$ cat src/rtl/boot_loader.sv
// Byte-stream program loader: fills program memory from a framed, XOR-checksummed
// image while holding the CPU in reset, then releases it on a verified image.
module boot_loader #(
  parameter int                    ADDR_WIDTH = 16,
  parameter logic [ADDR_WIDTH-1:0] BASE_ADDR  = '0,
  parameter int                    MAX_WORDS  = 1024,
  parameter int                    TIMEOUT    = 1000000
) (
  input  logic                  i_clk,
  input  logic                  i_reset,
  input  logic [7:0]            i_rx_data,
  input  logic                  i_rx_valid,
  output logic                  o_rx_ready,
  input  logic                  i_restart,
  output logic [ADDR_WIDTH-1:0] o_mem_addr,
  output logic [15:0]           o_mem_data,
  output logic                  o_mem_w_en,
  output logic                  o_cpu_reset,
  output logic                  o_load_done,
  output logic                  o_load_error,
  output logic [15:0]           o_words_loaded
);

  localparam logic [3:0] S_IDLE    = 4'd0;
  localparam logic [3:0] S_LEN_LO  = 4'd1;
  localparam logic [3:0] S_DATA_HI = 4'd2;
  localparam logic [3:0] S_DATA_LO = 4'd3;
  localparam logic [3:0] S_WRITE   = 4'd4;
  localparam logic [3:0] S_CHK_HI  = 4'd5;
  localparam logic [3:0] S_CHK_LO  = 4'd6;
  localparam logic [3:0] S_DONE    = 4'd7;
  localparam logic [3:0] S_ERROR   = 4'd8;

  localparam logic [31:0] MAX_W    = 32'(MAX_WORDS);
  localparam logic [31:0] TMO_LAST = 32'(TIMEOUT - 1);

  logic [3:0]            r_state;
  logic [15:0]           r_len;
  logic [7:0]            r_hi;
  logic [ADDR_WIDTH-1:0] r_index;
  logic [15:0]           r_checksum;
  logic [ADDR_WIDTH-1:0] r_mem_addr;
  logic [15:0]           r_mem_data;
  logic [15:0]           r_words_loaded;
  logic [31:0]           r_tmo;

  logic        w_accept;
  logic        w_waiting;
  logic        w_expire;
  logic        w_last;
  logic [15:0] w_word;
  logic [15:0] w_len_full;

  assign o_rx_ready = (r_state == S_IDLE)    || (r_state == S_LEN_LO) ||
                      (r_state == S_DATA_HI) || (r_state == S_DATA_LO) ||
                      (r_state == S_CHK_HI)  || (r_state == S_CHK_LO);

  assign w_accept   = i_rx_valid && o_rx_ready;
  assign w_waiting  = o_rx_ready && (r_state != S_IDLE);
  // A byte landing on the expiry edge takes priority over the timeout.
  assign w_expire   = w_waiting && !w_accept && (r_tmo == TMO_LAST);
  assign w_last     = (32'(r_index) + 32'd1) == {16'd0, r_len};
  assign w_word     = {r_hi, i_rx_data};
  assign w_len_full = {r_len[15:8], i_rx_data};

  assign o_mem_addr     = r_mem_addr;
  assign o_mem_data     = r_mem_data;
  assign o_mem_w_en     = (r_state == S_WRITE);
  assign o_cpu_reset    = (r_state != S_DONE);
  assign o_load_done    = (r_state == S_DONE);
  assign o_load_error   = (r_state == S_ERROR);
  assign o_words_loaded = r_words_loaded;

  always_ff @(posedge i_clk or posedge i_reset) begin
    if (i_reset) begin
      r_state        <= S_IDLE;
      r_len          <= '0;
      r_hi           <= '0;
      r_index        <= '0;
      r_checksum     <= '0;
      r_mem_addr     <= BASE_ADDR;
      r_mem_data     <= '0;
      r_words_loaded <= '0;
      r_tmo          <= '0;
    end else begin
      if (w_accept || !w_waiting || w_expire) r_tmo <= '0;
      else                                    r_tmo <= r_tmo + 32'd1;

      if (w_expire) begin
        r_state <= S_ERROR;
      end else begin
        case (r_state)
          S_IDLE: if (w_accept) begin
            r_len   <= {i_rx_data, 8'h00};
            r_state <= S_LEN_LO;
          end
          S_LEN_LO: if (w_accept) begin
            r_len[7:0] <= i_rx_data;
            if ({16'd0, w_len_full} > MAX_W) r_state <= S_ERROR;
            else if (w_len_full == 16'd0)    r_state <= S_CHK_HI;
            else                             r_state <= S_DATA_HI;
          end
          S_DATA_HI: if (w_accept) begin
            r_hi    <= i_rx_data;
            r_state <= S_DATA_LO;
          end
          // Address and data are captured here so they hold after the strobe.
          S_DATA_LO: if (w_accept) begin
            r_mem_data <= w_word;
            r_mem_addr <= BASE_ADDR + r_index;
            r_state    <= S_WRITE;
          end
          S_WRITE: begin
            r_checksum     <= r_checksum ^ r_mem_data;
            r_index        <= r_index + ADDR_WIDTH'(1);
            r_words_loaded <= r_words_loaded + 16'd1;
            r_state        <= w_last ? S_CHK_HI : S_DATA_HI;
          end
          S_CHK_HI: if (w_accept) begin
            r_hi    <= i_rx_data;
            r_state <= S_CHK_LO;
          end
          S_CHK_LO: if (w_accept) begin
            r_state <= (w_word == r_checksum) ? S_DONE : S_ERROR;
          end
          S_DONE, S_ERROR: if (i_restart) begin
            r_state        <= S_IDLE;
            r_len          <= '0;
            r_hi           <= '0;
            r_index        <= '0;
            r_checksum     <= '0;
            r_words_loaded <= '0;
          end
          default: r_state <= S_IDLE;
        endcase
      end
    end
  end

endmodule
$ cat config.mk
export PLATFORM = sky130hd
export DESIGN_NAME = boot_loader
export DESIGN_NICKNAME = d
export VERILOG_FILES = /design/src/rtl/boot_loader.sv
export SDC_FILE = /design/constraint.sdc
export NUM_CORES = 1
export LEC_CHECK = 0
export BUFFER_PORTS_ARGS = -buffer_cell sky130_fd_sc_hd__buf_2
export CAP_MARGIN = 20
export CORE_ASPECT_RATIO = 1.75
export CORE_MARGIN = 2
export CORE_UTILIZATION = 45
export CTS_BUF_LIST = sky130_fd_sc_hd__clkbuf_16
export DETAILED_ROUTE_END_ITERATION = 8
export PLACE_DENSITY = 0.64
export SLEW_MARGIN = 25
export SYNTH_ARGS = -nofsm -noshare
export SYNTH_HDL_FRONTEND = slang
export SYNTH_SLANG_ARGS = --single-unit
$ cat constraint.sdc
create_clock -name i_clk -period 8.4 [get_ports i_clk]
set_input_delay 0.84 -clock i_clk [delete_from_list [all_inputs] [get_ports i_clk]]
set_output_delay 0.84 -clock i_clk [all_outputs]
set_load 0.005 [all_outputs]
After elaboration in Yosys (flattened, before gate mapping)
Index checks and enable logic that the tools add are counted.
{"block": "op_classes", "mux": 24, "n_bitwise": 2, "order_cmp": 1, "addsub": 4, "n_eq_ne": 23, "reduce_logical": 28}
{"cell": "$pmux W16 S2", "n": 3}
{"cell": "$mux W4", "n": 10}
{"cell": "$add A16 B1 Y16 const B", "n": 2}
{"cell": "$add A32 B1 Y32 const B", "n": 1}
{"cell": "$eq A32 B20 Y1 const B", "n": 1}
{"cell": "$mux W16", "n": 2}
{"cell": "$mux W32", "n": 1}
{"cell": "$pmux W4 S8", "n": 1}
{"cell": "$pmux W8 S2", "n": 2}
{"cell": "$pmux W8 S3", "n": 1}
{"cell": "$ne A3 B3 Y1 const B", "n": 7}
{"cell": "$add A16 B1 Y17 const B", "n": 1}
{"cell": "$eq A17 B16 Y1", "n": 1}
{"cell": "$eq A16 B16 Y1", "n": 1}
{"cell": "$eq A4 B3 Y1 const B", "n": 4}
{"cell": "$gt A16 B11 Y1 const B", "n": 1}
{"cell": "$logic_not A16 Y1", "n": 1}
{"cell": "$mux W8", "n": 2}
{"cell": "$xor A16 B16 Y16", "n": 1}
{"cell": "$eq A4 B2 Y1 const B", "n": 2}
{"cell": "$reduce_and A4 Y1", "n": 2}
{"cell": "$logic_or A1 B1 Y1", "n": 7}
{"cell": "$reduce_and A7 Y1", "n": 1}
{"cell": "$mux W3", "n": 2}
{"cell": "15 further kinds", "n": 25}
{"block": "word_totals", "elab_cells": 92, "in_bits": 12, "ff_bits": 140, "output_inout_bits": 53}

Logic depth before layout (Yosys ltp)
Gate-level depths: netlist of run 1.
{"block": "depth", "ltp_word": 12, "mapped_depth": 10}

Least setup slack after synthesis of run 1
OpenSTA, ideal clock, no wires.
{"block": "synth_path", "path_type": "input port to flip-flop", "startpoint": "input i_rx_valid", "endpoint": "register r_mem_data[0], in the netlist o_mem_data[0]", "slack_ps": 6033, "setup_time_ps": 125, "cell_stages": 6, "t_arrival_ps": 2242, "path_buffers": 1, "path_cell_list": "inv_1 -> nor2_1 -> nand2_1 -> nor3b_1 -> clkbuf_1 -> mux2_2"}
{"block": "synth_between", "elab_chain_cells": 6}
{"element": "start: declaration", "line_no": "12", "source": "input logic i_rx_valid,"}
{"element": "$logic_and A1 B1 Y1 *", "line_no": "58", "source": "assign w_accept = i_rx_valid && o_rx_ready;"}
{"element": "$logic_not A1 Y1", "line_no": "61", "source": "assign w_expire = w_waiting && !w_accept && (r_tmo == TMO_LAST);"}
{"element": "$logic_and A1 B1 Y1 (2 in series)", "line_no": "61"}
{"element": "$not A1 Y1 (no line)"}
{"element": "$reduce_and A3 Y1 (no line) *"}
{"element": "end signal: assignment", "line_no": "109", "source": "r_mem_data <= w_word;"}
{"element": "end: declaration", "line_no": "43", "source": "logic [15:0] r_mem_data;"}
Mark *: on every way between the ends. The rest lies on a longest branch, timed or not.
A chain may end at the register's enable or synchronous reset.

Final worst setup path of run 1
{"block": "layout_path", "startpoint": "register r_state[2]", "endpoint": "register r_checksum[2]"}
{"block": "layout_between", "elab_chain_cells": 12, "elab_cells_between_ends": 26, "cone_classes": "9 x eq/ne; 1 x mux; 1 x bitwise; 15 x reduce/logical"}
{"element": "start: declaration", "line_no": "37", "source": "logic [3:0] r_state;"}
{"element": "start signal: assignment", "line_no": "117", "source": "r_state <= w_last ? S_CHK_HI : S_DATA_HI;"}
{"element": "start signal: assignment", "line_no": "124", "source": "r_state <= (w_word == r_checksum) ? S_DONE : S_ERROR;"}
{"element": "$eq A4 B1 Y1 or $logic_not A4 Y1 (tied branches)", "line_no": "54", "source": "assign o_rx_ready = (r_state == S_IDLE) || (r_state == S_LEN_LO) ||"}
{"element": "$logic_or A1 B1 Y1 (2 in series)", "line_no": "54"}
{"element": "$logic_or A1 B1 Y1 (2 in series)", "line_no": "55", "source": "(r_state == S_DATA_HI) || (r_state == S_DATA_LO) ||"}
{"element": "$logic_or A1 B1 Y1", "line_no": "56", "source": "(r_state == S_CHK_HI) || (r_state == S_CHK_LO);"}
{"element": "$logic_and A1 B1 Y1", "line_no": "58"}
{"element": "$logic_not A1 Y1", "line_no": "61"}
{"element": "$logic_and A1 B1 Y1 (2 in series)", "line_no": "61"}
{"element": "$not A1 Y1 (no line)"}
{"element": "$reduce_and A3 Y1 (no line)"}
{"element": "end signal: assignment", "line_no": "114", "source": "r_checksum <= r_checksum ^ r_mem_data;"}
{"element": "end: declaration", "line_no": "41", "source": "logic [15:0] r_checksum;"}
Parallel ways exist; a longest one is shown, timed or not.

==> impl_summary.md, run 1 <==
Floorplanning
The die covers about 18000 sq um. The number of top-level design ports is 65. In this run the vertical extent of the chip is about 170 microns. The number of rows in the core area is 62. From left edge to right edge, the die measures 101 microns. The initial utilization of the core area, before any placement, comes to 0.455. The floorplan step defined a core boundary enclosing 16300 sq um.

Yosys
The fraction of post-synthesis cell area in the top cell type by area is 0.473. The biggest area contributor in the post-synthesis netlist is dfrtp_1. The gate count after technology mapping is about 730.

The sequential element share of the synthesized area is 0.473. The cell area that synthesis handed to floorplanning was 7410 sq um. Yosys printed 0 warnings.

The total nets after synthesis is 741. The synthesized design contains 140 register bits. The synthesized design contains 0 enable-type register cells. The async set-or-reset flop fraction in the synthesized netlist is 1.00. Yosys attributes the largest share of cell area to dfrtp_1, mux2_2, xor2_1.

The number of distinct library cells after synthesis is 62. For this run, the leading register cell type out of synthesis is dfrtp_1. The average size of a mapped cell is 10.2 sq um.

Cells and area
Counting the fill cells in the layout gives between 1000 and 1500. The count of inserted antenna diode cells is 0. The number of nets in the layout is 791. Compared with the post-synthesis result, the final layout area differs by 13.9%. In the final layout, the share of cells above drive strength 1 is 0.214. In the layout the commonest cells are dfrtp_1, nor2_1, buf_2, xor2_1, mux2_2. Leaving out fill and tap cells, the most frequent cell in the layout is dfrtp_1.

Global route
The via count of the first global-routing pass is 5894. The initial antenna violation count is 0. The total overflow left after global routing is 0. Entering global routing, the biggest net connects 84 pins. The global-route wire length before repair is 30.0 mm. The total routing usage reported by global routing is 0.219.

Detailed routing
The final layout contains routed wiring with a total length of approximately 18 mm. The count of unresolved DRC violations after routing is 0. After detailed routing, the average wire length per cell comes to 18.7 microns. The count of routing violations after the opening detailed-route iteration is 209. Using the TritonRoute via totals, the vias-per-cell ratio works out to 5.85. Once detail routing completed, the nets flagged for antenna violations numbered 0.

The detailed router placed 5740 vias in this run. The first TritonRoute pass finished after 5 iterations.

STA
In the finished design, the share of the clock period the worst path needs comes to 0.456. Static timing analysis puts the maximum clock frequency at 261 MHz. The worst clock skew is ~0.01 ns.

The number of failing hold endpoints at the final stage came to 0. The max-slew violation count is 0. The final setup violation count is 0. For the pin with the worst max-slew slack, the measured transition is roughly 1.1 ns. The normalized max-slew margin is 0.296. The setup slack of the critical path after layout is 4.57 ns. The setup total negative slack is 0 ns. Setup repair after global routing left no endpoint under its margin. The post-route minimum period is 3.83 ns.

Pwr
The worst ir drop on vdd is around 0.15 mV. Power spread over the standard cell area amounts to 282 nW/um^2. The post-route total power is 2.38 mW. The leakage power figure is slightly below 4 nW.

Clocking
Clock tree synthesis found a total of 140 sinks. Once the clock tree was built, the resizer swapped 0 gates to a different size. TritonCTS created 17 clock buffers. The clock reaches the later pin of the worst-skew pair after ~0.42 ns. The H-tree generated during clock tree synthesis spans 4 levels.

The clock passes through at most 2 buffers. The clock root buffer master is clkbuf_16. After clock tree synthesis, the clock-pin slew on the worst setup and hold paths is 0.06 ns.

TritonCTS built the clock tree. Hold repair after CTS inserted 0 buffers. The number of setup buffers added after CTS is 0.

Setup path
The worst setup path category is reg2reg. The worst setup path is launched from a flip-flop. Of all nets on the critical path, the largest fanout is 25. Data on the critical path is required at its endpoint by 8.66 ns.

The data arrival time of the critical path is 4.09 ns. The type of destination of the critical path is a flip-flop.

Placed design
OpenSTA, run right after detailed placement, puts the worst setup slack at between 4 and 5 ns. The half-perimeter wire length of the detailed placement result is between 10 and 15 mm. Routability-driven placement finished with a final weighted congestion of 0.847. Buffers placed on the I/O ports in this run total 64.

Run
The number of violations of the max-capacitance limit is 0.

Outcome
The flow ran to the end, and the final reports show no timing, DRC or antenna violations.

Worst hold path
The worst min-delay path category is in2async.
==> final cells by class <==
cell class,count,area (sq um),share of cell area
Multi-Input combinational cell,530,3670,0.435
Inverter,20,80.1,0.00949
Clock buffer,17,425,0.0504
Tap cell,192,240,0.0285
Clock inverter,15,173,0.0205
Sequential cell,140,3500,0.415
Timing Repair Buffer,67,347,0.0411
==> logic make-up after synthesis <==
group / count (synthesis) / share of synthesized area
compound gates: 87 / 0.0797
xor+xnor: 87 / 0.103
fa+ha+maj: 3 / 0.00506
buf+inv: 56 / 0.0329
flops: 140 / 0.473
mux: 61 / 0.0906
simple gates: 292 / 0.216
==> critical path, cell delays in order, from the launching register on <==
cell and delay [ns]:
dfrtp_1 0.58, nand4b_1 0.63, nand2_1 0.25, nand2b_1 0.78, nand2_2 0.38, nor2_2 0.88, nor2_1 0.14
==> path summary, 6_finish.rpt <==
kind / start / end / slack [ns] / depth (start not counted)
min: i_reset / o_mem_data[3] / 0.47 / 2
min in group i_clk: r_tmo[0] / r_tmo[0] / 0.49 / 1
max reg2reg: r_state[2] / r_checksum[2] / 4.57 / 6
max: r_state[2] / r_checksum[2] / 4.57 / 6
max in group asynchronous: i_reset / r_tmo[1] / 6.75 / 3
min reg2reg: r_tmo[0] / r_tmo[0] / 0.49 / 1
==> sequential cells by signal, indices dropped and copies added, names as in the netlist <==
signal / flops
r_index: 16
o_mem_data: 16
o_words_loaded: 16
r_state: 4
r_hi: 8
r_len: 16
o_mem_addr: 16
r_checksum: 16
r_tmo: 32
==> where the power goes <==
| part | internal, mW | leakage, nW | switching [mW] |
|---|---|---|---|
| registers | 0.815 | 1.90 | 0.154 |
| logic | 0.293 | 1.71 | 0.346 |
| clock network | 0.466 | 0.287 | 0.302 |
==> Yosys cell counts (3+ instances only) <==
| cell type | n |
|---|---|
| a211o_1 | 3 |
| a21oi_1 | 15 |
| a31oi_1 | 7 |
| and3_1 | 21 |
| and4_1 | 8 |
| buf_2 | 9 |
| clkbuf_1 | 21 |
| dfrtp_1 | 140 |
| ha_1 | 3 |
| inv_1 | 20 |
| mux2_2 | 49 |
| mux2i_1 | 12 |
| nand2_1 | 38 |
| nand2b_1 | 6 |
| nand3_1 | 27 |
| nand4_1 | 39 |
| nand4_4 | 3 |
| nor2_1 | 86 |
| nor2b_1 | 3 |
| nor3_1 | 15 |
| nor4_1 | 12 |
| o211ai_1 | 3 |
| o21ai_0 | 36 |
| o31ai_1 | 4 |
| or3_1 | 9 |
| or4_1 | 3 |
| xnor2_1 | 25 |
| xor2_1 | 62 |
==> layer usage <==
metal | GRT usage | wire [microns]
met1 | 0.235 | 6740
met2 | 0.389 | 10000
met3 | 0.0415 | 643
met4 | 0.127 | 935
met5 | 0 | 0
==> per-stage QoR <==
stage                     utilization  instances  area [sq um]  hold slack [ns]
final                           0.518        981          8440            0.472
after global routing            0.518        981          8440            0.520
after CTS                       0.518        981          8430            0.496
after detailed placement        0.481        949          7840            0.485
after global placement          0.481        949          7840            0.472
after floorplan                     -        726          7410            0.448
Power figures use the tool's default switching activity.
==> run 2, diff against run 1 <==
==> constraint.sdc (replaced) <==
create_clock -name i_clk -period 3.9 [get_ports i_clk]
set_input_delay 0.39 -clock i_clk [delete_from_list [all_inputs] [get_ports i_clk]]
set_output_delay 0.39 -clock i_clk [all_outputs]
set_load 0.005 [all_outputs]
==> run 2 against run 1 <==
  * Global-route usage fell by 0.27 points
  * Non-clock buffer count up 4
  * Cell count grew 0.41%
  * First-iteration DRC count up 77%
  * Via count fell by 0.30%
  * Sequential share of layout area fell by 0.32 points
  * Flip-flop and latch count unchanged
  * Critical path depth unchanged
  * Clock skew decreased by 0.0013 ns
  * Total power rose by 120%
  * Sequential power is 120% higher
  * Fmax rose by 24%
  * Largest cell class unchanged
  * Largest power group unchanged
==> impl_summary.md, run 2 (synthesized netlist as in run 1, its figures left out) <==
Global route
For this run, the total global-route usage over all layers was measured as 0.216. The layer carrying the most global-route usage is met2. For this run, global-route usage on met1 was measured as 0.239. Entering global routing, the biggest net connects 141 pins. Summed over all layers, the global routing overflow is 0.

The global-route wire length before repair is 29.7 mm. The global routing met2 resource utilization is 0.392. The via count of the first global-routing pass is 5883.

The initial antenna violation count is 0. In the global route stage, met3 resource usage came out at 0.0415.

Floorplanning
The die covers 17600 sq um. After floorplanning, the core was sized to cover 16300 sq um. After floorplanning, the core was divided into 62 placement rows.

In this run the count of I/O pins placed on the die edge is 65. The starting density of the core is 0.455. The width of the die is 101 microns. The die is about 170 microns tall.

Detailed routing
In the final routed layout, each cell accounts on average for 18.3 microns. The count of routing violations after the opening detailed-route iteration is about 370. Once detail routing completed, the nets flagged for antenna violations numbered 0. After detailed routing, the total wire length is 18.0 mm. The count of unresolved DRC violations after routing is 0.

The total iterations of the first detailed-routing run is 5. The total number of vias is ~5700. The detailed-route vias per instance is 5.81.

Clocking
Clock tree synthesis found a total of 140 sinks. Buffers inserted during clock tree synthesis total 17. The tree is rooted in a clkbuf_16. The largest buffer count on any clock path is 2.

Clock latency on the worst-skew pair, taken at its later pin, is 0.42 ns. The clock-pin slew of the registers on the worst-case setup and hold paths is 0.06 ns. The post-CTS resize count is 0. The count of H-tree levels built during CTS is 4.

The number of setup buffers added after CTS is 0. In this run, post-CTS hold repair placed 0 buffers. The clock tree from TritonCTS is built.

STA
After layout, the worst setup slack is about 0.8 ns. The clock period could shrink to about 3.1 ns. The normalized max-slew margin is 0.298. The maximum clock frequency is 324 MHz. Clock skew on the completed layout was measured at ~0.0084 ns. The actual transition at the worst max-transition pin is 1.05 ns.

The max-slew violation count was 0. The setup total negative slack is 0 ns. Setup violations remaining at the end of the flow were counted as 0. Setup repair after global routing left no endpoint under its margin. The number of failing hold endpoints at the final stage came to 0. The portion of the clock cycle consumed by the worst path in the final layout is 0.791.

Outcome
The run finished with clean final reports.

Setup path
The maximum fanout encountered on the critical timing path is 27. Among cell families on the critical path, the largest total delay comes from simple AND/OR/NAND/NOR gates. Counting cells, the worst reg-to-reg path comes to 6. The data arrival time of the critical path is 3.38 ns. The reg-to-reg startpoint is r_state[2]. The critical path goes through and2_1 -> a2111oi_2 -> nand4_4 -> nand3_1 -> o21ai_0 -> o41ai_1. The largest single stage delay on the critical path is about 0.69 ns.

The critical path contains buffers and inverters numbering 0 combined. Across all register-to-register paths, the minimum setup slack is ~0.81 ns. The worst setup path is of the reg2reg kind. The required time reported for the critical path endpoint is 4.19 ns. For this design, the slowest cell found on the critical path is nand3_1. The worst setup path is launched from a flip-flop. The reg-to-reg critical path endpoint is r_index[5].

The worst setup path is captured at a flip-flop.

Cells and area
The fill cell total of the finished layout is 1462. The number of nets in the layout is 795. Leaving out fill and tap cells, the most frequent cells in the layout are dfrtp_1, nor2_1, buf_2, xor2_1, mux2_2. Of the cells placed in the final design, the portion with a size suffix greater than 1 is 0.219. The cell area after layout is 8510 sq um. The number of flip-flops under the largest register name is 32. The layout-stage area growth over the synthesis result is 14.8%.

The register with the most flip-flops is r_tmo. The most common library cell in the layout ignoring fill and taps is dfrtp_1. The count of inserted antenna diode cells is 0.

Pwr
The internal power of the cells totals ~3.5 mW. The leakage power figure is 3.92 nW. The net switching power of the design is 1.73 mW. The power density of the placed cells is 611 nW/um^2. The relative contribution of sequential cells to total power is 0.404. The switching portion of total power is 0.333. The proportion of power drawn by the clock network is 0.329.

The share of power burned in combinational logic is 0.267. Across the VDD grid, the largest voltage drop is 0.340 mV.

Placed design
Port buffering added 64 buffers. The half-perimeter wire length of the detailed placement result is 12.9 mm. In this run the cell area measured after placement is 7880 sq um. OpenSTA, run right after detailed placement, puts the worst setup slack at slightly below 0.9 ns. The congestion estimate from routability-driven global placement came to 0.876.

Run
The tool flagged a number of max-cap violations equal to 0.

Worst hold path
The worst min-delay path category is in2async.
[run 2: power by group through the flow]
stage	registers, mW	logic [mW]	clock network, mW
2_1_floorplan	2.00	1.07	0
5_1_grt	2.14	1.54	1.80
3_3_place_gp	2.10	1.35	0
6_report	2.10	1.39	1.71
4_1_cts	2.10	1.39	1.74
3_5_place_dp	2.12	1.38	0
[run 2: worst min-delay path, stage by stage]
cell	delay, ns
buf_2	0.11
clkinvlp_4	0.07
buf_12	0.47
[run 2: worst max path at each step]
stage                     from             to  slack (ns)  depth (start not counted)
finish              r_state[2]     r_index[5]        0.81                          6
global route        r_state[2]     r_index[5]        0.49                          6
CTS                   r_tmo[0]  r_checksum[7]        0.87                          7
detailed placement  r_state[2]     r_index[5]        0.88                          6
global placement      r_tmo[0]  r_checksum[2]        0.99                          7
floorplan           r_index[0]     r_state[2]        1.55                          7
[run 2: layout make-up]
class	count	area [sq um]	share of cell area
multi-input combinational	530	3680	0.432
tap	192	240	0.0282
inverter	20	78.8	0.00927
clock buffer	17	425	0.0500
clock inverter	15	196	0.0231
sequential	140	3500	0.412
timing repair buffer	71	385	0.0453
[run 2: per-layer routing]
metal | wire [microns] | vias up
met5 | 0 | -
met4 | 544 | 0
met3 | 541 | 43
met2 | 9990 | 123
met1 | 6950 | 2858
li1 | - | 2699
[run 2: through the flow]
stage                     std cells   util  hold WS [ns]  power (mW)
after detailed placement        953  0.484         0.488        3.51
after global placement          953  0.484         0.461        3.44
after floorplan                 726      -         0.448        3.07
final                           985  0.522         0.137        5.19
after CTS                       985  0.522         0.222        5.23
after global routing            985  0.522         0.224        5.48
==> run 3, diff against run 2 <==
--- a/config.mk
+++ b/config.mk
@@ -12,7 +12,7 @@
 export CORE_UTILIZATION = 45
 export CTS_BUF_LIST = sky130_fd_sc_hd__clkbuf_16
 export DETAILED_ROUTE_END_ITERATION = 8
-export PLACE_DENSITY = 0.64
+export PLACE_DENSITY = 0.66
 export SLEW_MARGIN = 25
 export SYNTH_ARGS = -nofsm -noshare
 export SYNTH_HDL_FRONTEND = slang
==> constraint.sdc (replaced) <==
create_clock -name i_clk -period 2.7 [get_ports i_clk]
set_input_delay 0.27 -clock i_clk [delete_from_list [all_inputs] [get_ports i_clk]]
set_output_delay 0.27 -clock i_clk [all_outputs]
set_load 0.005 [all_outputs]
==> run 3 against run 2 <==
  * Die area stayed put
  * Via count increased by 2.1%
  * Register-to-register slack worse by 0.63 ns
  * Global-route usage grew 0.50 points
  * Clock skew up 0.0014 ns
  * Sequential power rose by 42%
  * Flip-flop and latch count is the same
  * Core utilization is 0.66 points higher
  * Cell count rose by 2.0%
  * Sequential share of layout area decreased by 0.51 points
  * Count of clock-buffer cells in the layout did not move
  * Largest cell class unchanged
  * Highest routed layer unchanged
==> impl_summary.md, run 3 (synthesized netlist as in run 1, its figures left out) <==
Outcome
The flow ran to the end, and the final reports show no timing, DRC or antenna violations.

Setup path
The required time reported for the critical path endpoint is 3.06 ns. STA classifies the critical path startpoint as a flip-flop. The data arrival time of the critical path is around 2.9 ns.

The worst setup path is captured at a flip-flop. Along the worst path, the maximum fanout reaches 7. The worst setup path is of the reg2reg kind.

Global route
For this run, global-route usage on met3 was measured as 0.0359. The met1 layer usage reported by global route is 0.231. The total routing usage reported by global routing is 0.221.

The first global-routing pass estimated 30.7 mm of wire. The via count of the first global-routing pass is 6103. The sum of overflow across all layers after global routing is 0.

The layer carrying the most global-route usage is met2. For this run, global-route usage on met2 was measured as 0.417. The initial antenna violation count came to 0. The pin count of the biggest net entering global routing is 102.

STA
Setup violations remaining at the end of the flow were counted as 0. The portion of the clock cycle consumed by the worst path in the final layout is 0.934. The post-route minimum period is 2.52 ns. The number of failing hold endpoints at the final stage is 0.

Derived from the worst setup path, the maximum achievable clock frequency is between 300 and 400 MHz. The max-slew violation count came to 0. Setup repair after global routing left no endpoint under its margin. At the pin with the least slew margin, the transition time is 0.593 ns.

On the final layout, the worst clock skew is 0.00987 ns. The setup total negative slack is 0 ns. Headroom to the max-slew limit came out at 0.603. The setup slack of the critical path after layout is 0.179 ns.

Detailed routing
The detailed-route wire length is 18.8 mm. The total iterations of the first detailed-routing run is 8. The detailed-route vias per instance is 5.81. Detailed routing inserted a total of roughly 5800 vias. The antenna violation net count after detailed routing is 0. The count of routing violations after the opening detailed-route iteration is 310. In the routed design, unresolved DRC markers number 0. In the final routed layout, each cell accounts on average for 18.7 microns.

Floorplanning
The number of rows in the core area is 62. The starting density of the core is 0.455. The number of top-level design ports is 65. Measured along the x axis, the die boundary spans just over 100 microns. The floorplan step defined a die boundary enclosing 17600 sq um. The die height is around 170 microns.

The region available for standard cell placement spans 16300 sq um.

Pwr
In this run the static leakage power is ~4.0 nW. The power density of the placed cells is roughly 860 nW/um^2. IR analysis of the VDD net gives a maximum drop of 0.470 mV.

Worst hold path
In this run the worst hold path is classified as in2reg.

Cells and area
In the layout the commonest cells are dfrtp_1, nor2_1, buf_2, xor2_1, mux2_2. The count of inserted antenna diode cells is 0. The final layout contains 815 nets. The number of flip-flops under the largest register name is 32. The sequential cells in the finished layout cover a total of 3500 sq um.

The multi-input combinational cells in the finished layout cover a total of 3670 sq um. The fill cell total of the finished layout is roughly 1500. Of the cells placed in the final design, the portion with a size suffix greater than 1 is 0.239. The layout-stage area growth over the synthesis result is 16.2%. Counting flops per register, the top entry is r_tmo.

The library cell used most frequently in the layout, excluding fill and tap cells, is dfrtp_1.

Clocking
The clock-pin slew of the registers on the worst-case setup and hold paths is 0.07 ns. Clock tree synthesis found a total of 140 sinks. Gates resized during post-CTS repair numbered 0.

Clock tree synthesis inserted a total of 17 buffers. The clock tree from TritonCTS is built. The later-pin clock latency in the skew report is 0.42 ns. The longest clock path from root to sink contains 2 buffers. The tree is rooted in a clkbuf_16.

The count of H-tree levels built during CTS is 4.

Placed design
The placer's final routability congestion estimate is 0.909. Detailed placement finished with a half-perimeter wire length of 13.6 mm. The worst slack at placement is 0.190 ns. Port buffering added 64 buffers.

Run
The number of violations of the max-capacitance limit is 0.
run 3: final cells by class:
| type | count | area share |
|---|---|---|
| Sequential cell | 140 | 0.407 |
| Tap cell | 192 | 0.0279 |
| Timing Repair Buffer | 91 | 0.0625 |
| Clock inverter | 15 | 0.0179 |
| Inverter | 20 | 0.00915 |
| Multi-Input combinational cell | 530 | 0.427 |
| Clock buffer | 17 | 0.0494 |
run 3: final timing paths:
kind,start,slack [ns],cells after the start,endpoint
worst max-delay path,r_index[0],0.18,7,r_state[2]
worst min-delay path,i_rx_data[6],0.16,3,r_len[6]
worst max register to register,r_index[0],0.18,7,r_state[2]
worst min register to register,o_mem_addr[4],0.50,1,o_mem_addr[4]
max in group asynchronous,i_reset,1.39,4,r_index[12]
min in group asynchronous,i_reset,0.42,3,r_tmo[8]
run 3: report_power, final:
part / internal, mW / switching [mW] / total [mW]
Sequential: 2.53 / 0.460 / 2.99
Clock: 1.30 / 0.995 / 2.29
Combinational: 1.01 / 1.13 / 2.14
Total: 4.84 / 2.58 / 7.43
run 3: repair_timing:
| action | CTS | global route |
|---|---|---|
| buffers inserted | 0 | 0 |
| setup endpoints to repair | 0 | 0 |
| endpoints found under the hold margin | 20 | 0 |
| hold buffers | 1 | 0 |
run 3: per-layer routing:
layer,share of wire,vias to the layer above
li1,-,2747
met1,0.37,2905
met2,0.56,142
met3,0.030,47
met4,0.037,0
met5,0,-
run 3: metrics by stage:
step           hold WS (ns)  utilization  power [mW]  std cells  cell area [sq um]
2_1_floorplan         0.407            -        4.44        726               7420
3_3_place_gp          0.318        0.492        5.07        972               8020
3_5_place_dp          0.325        0.492        5.16        972               8020
4_1_cts               0.155        0.528        7.49       1005               8610
5_1_grt               0.169        0.529        7.84       1005               8610
6_report              0.160        0.529        7.43       1005               8610
run 3: worst max-delay path, cell delays in order, from the launching register on:
cell and delay, ns:
dfrtp_1 0.39, ha_1 0.27, nor2b_1 0.16, or4b_2 0.62
a311oi_1 0.34, o211ai_1 0.23, nor4_2 0.26, or3_1 0.17
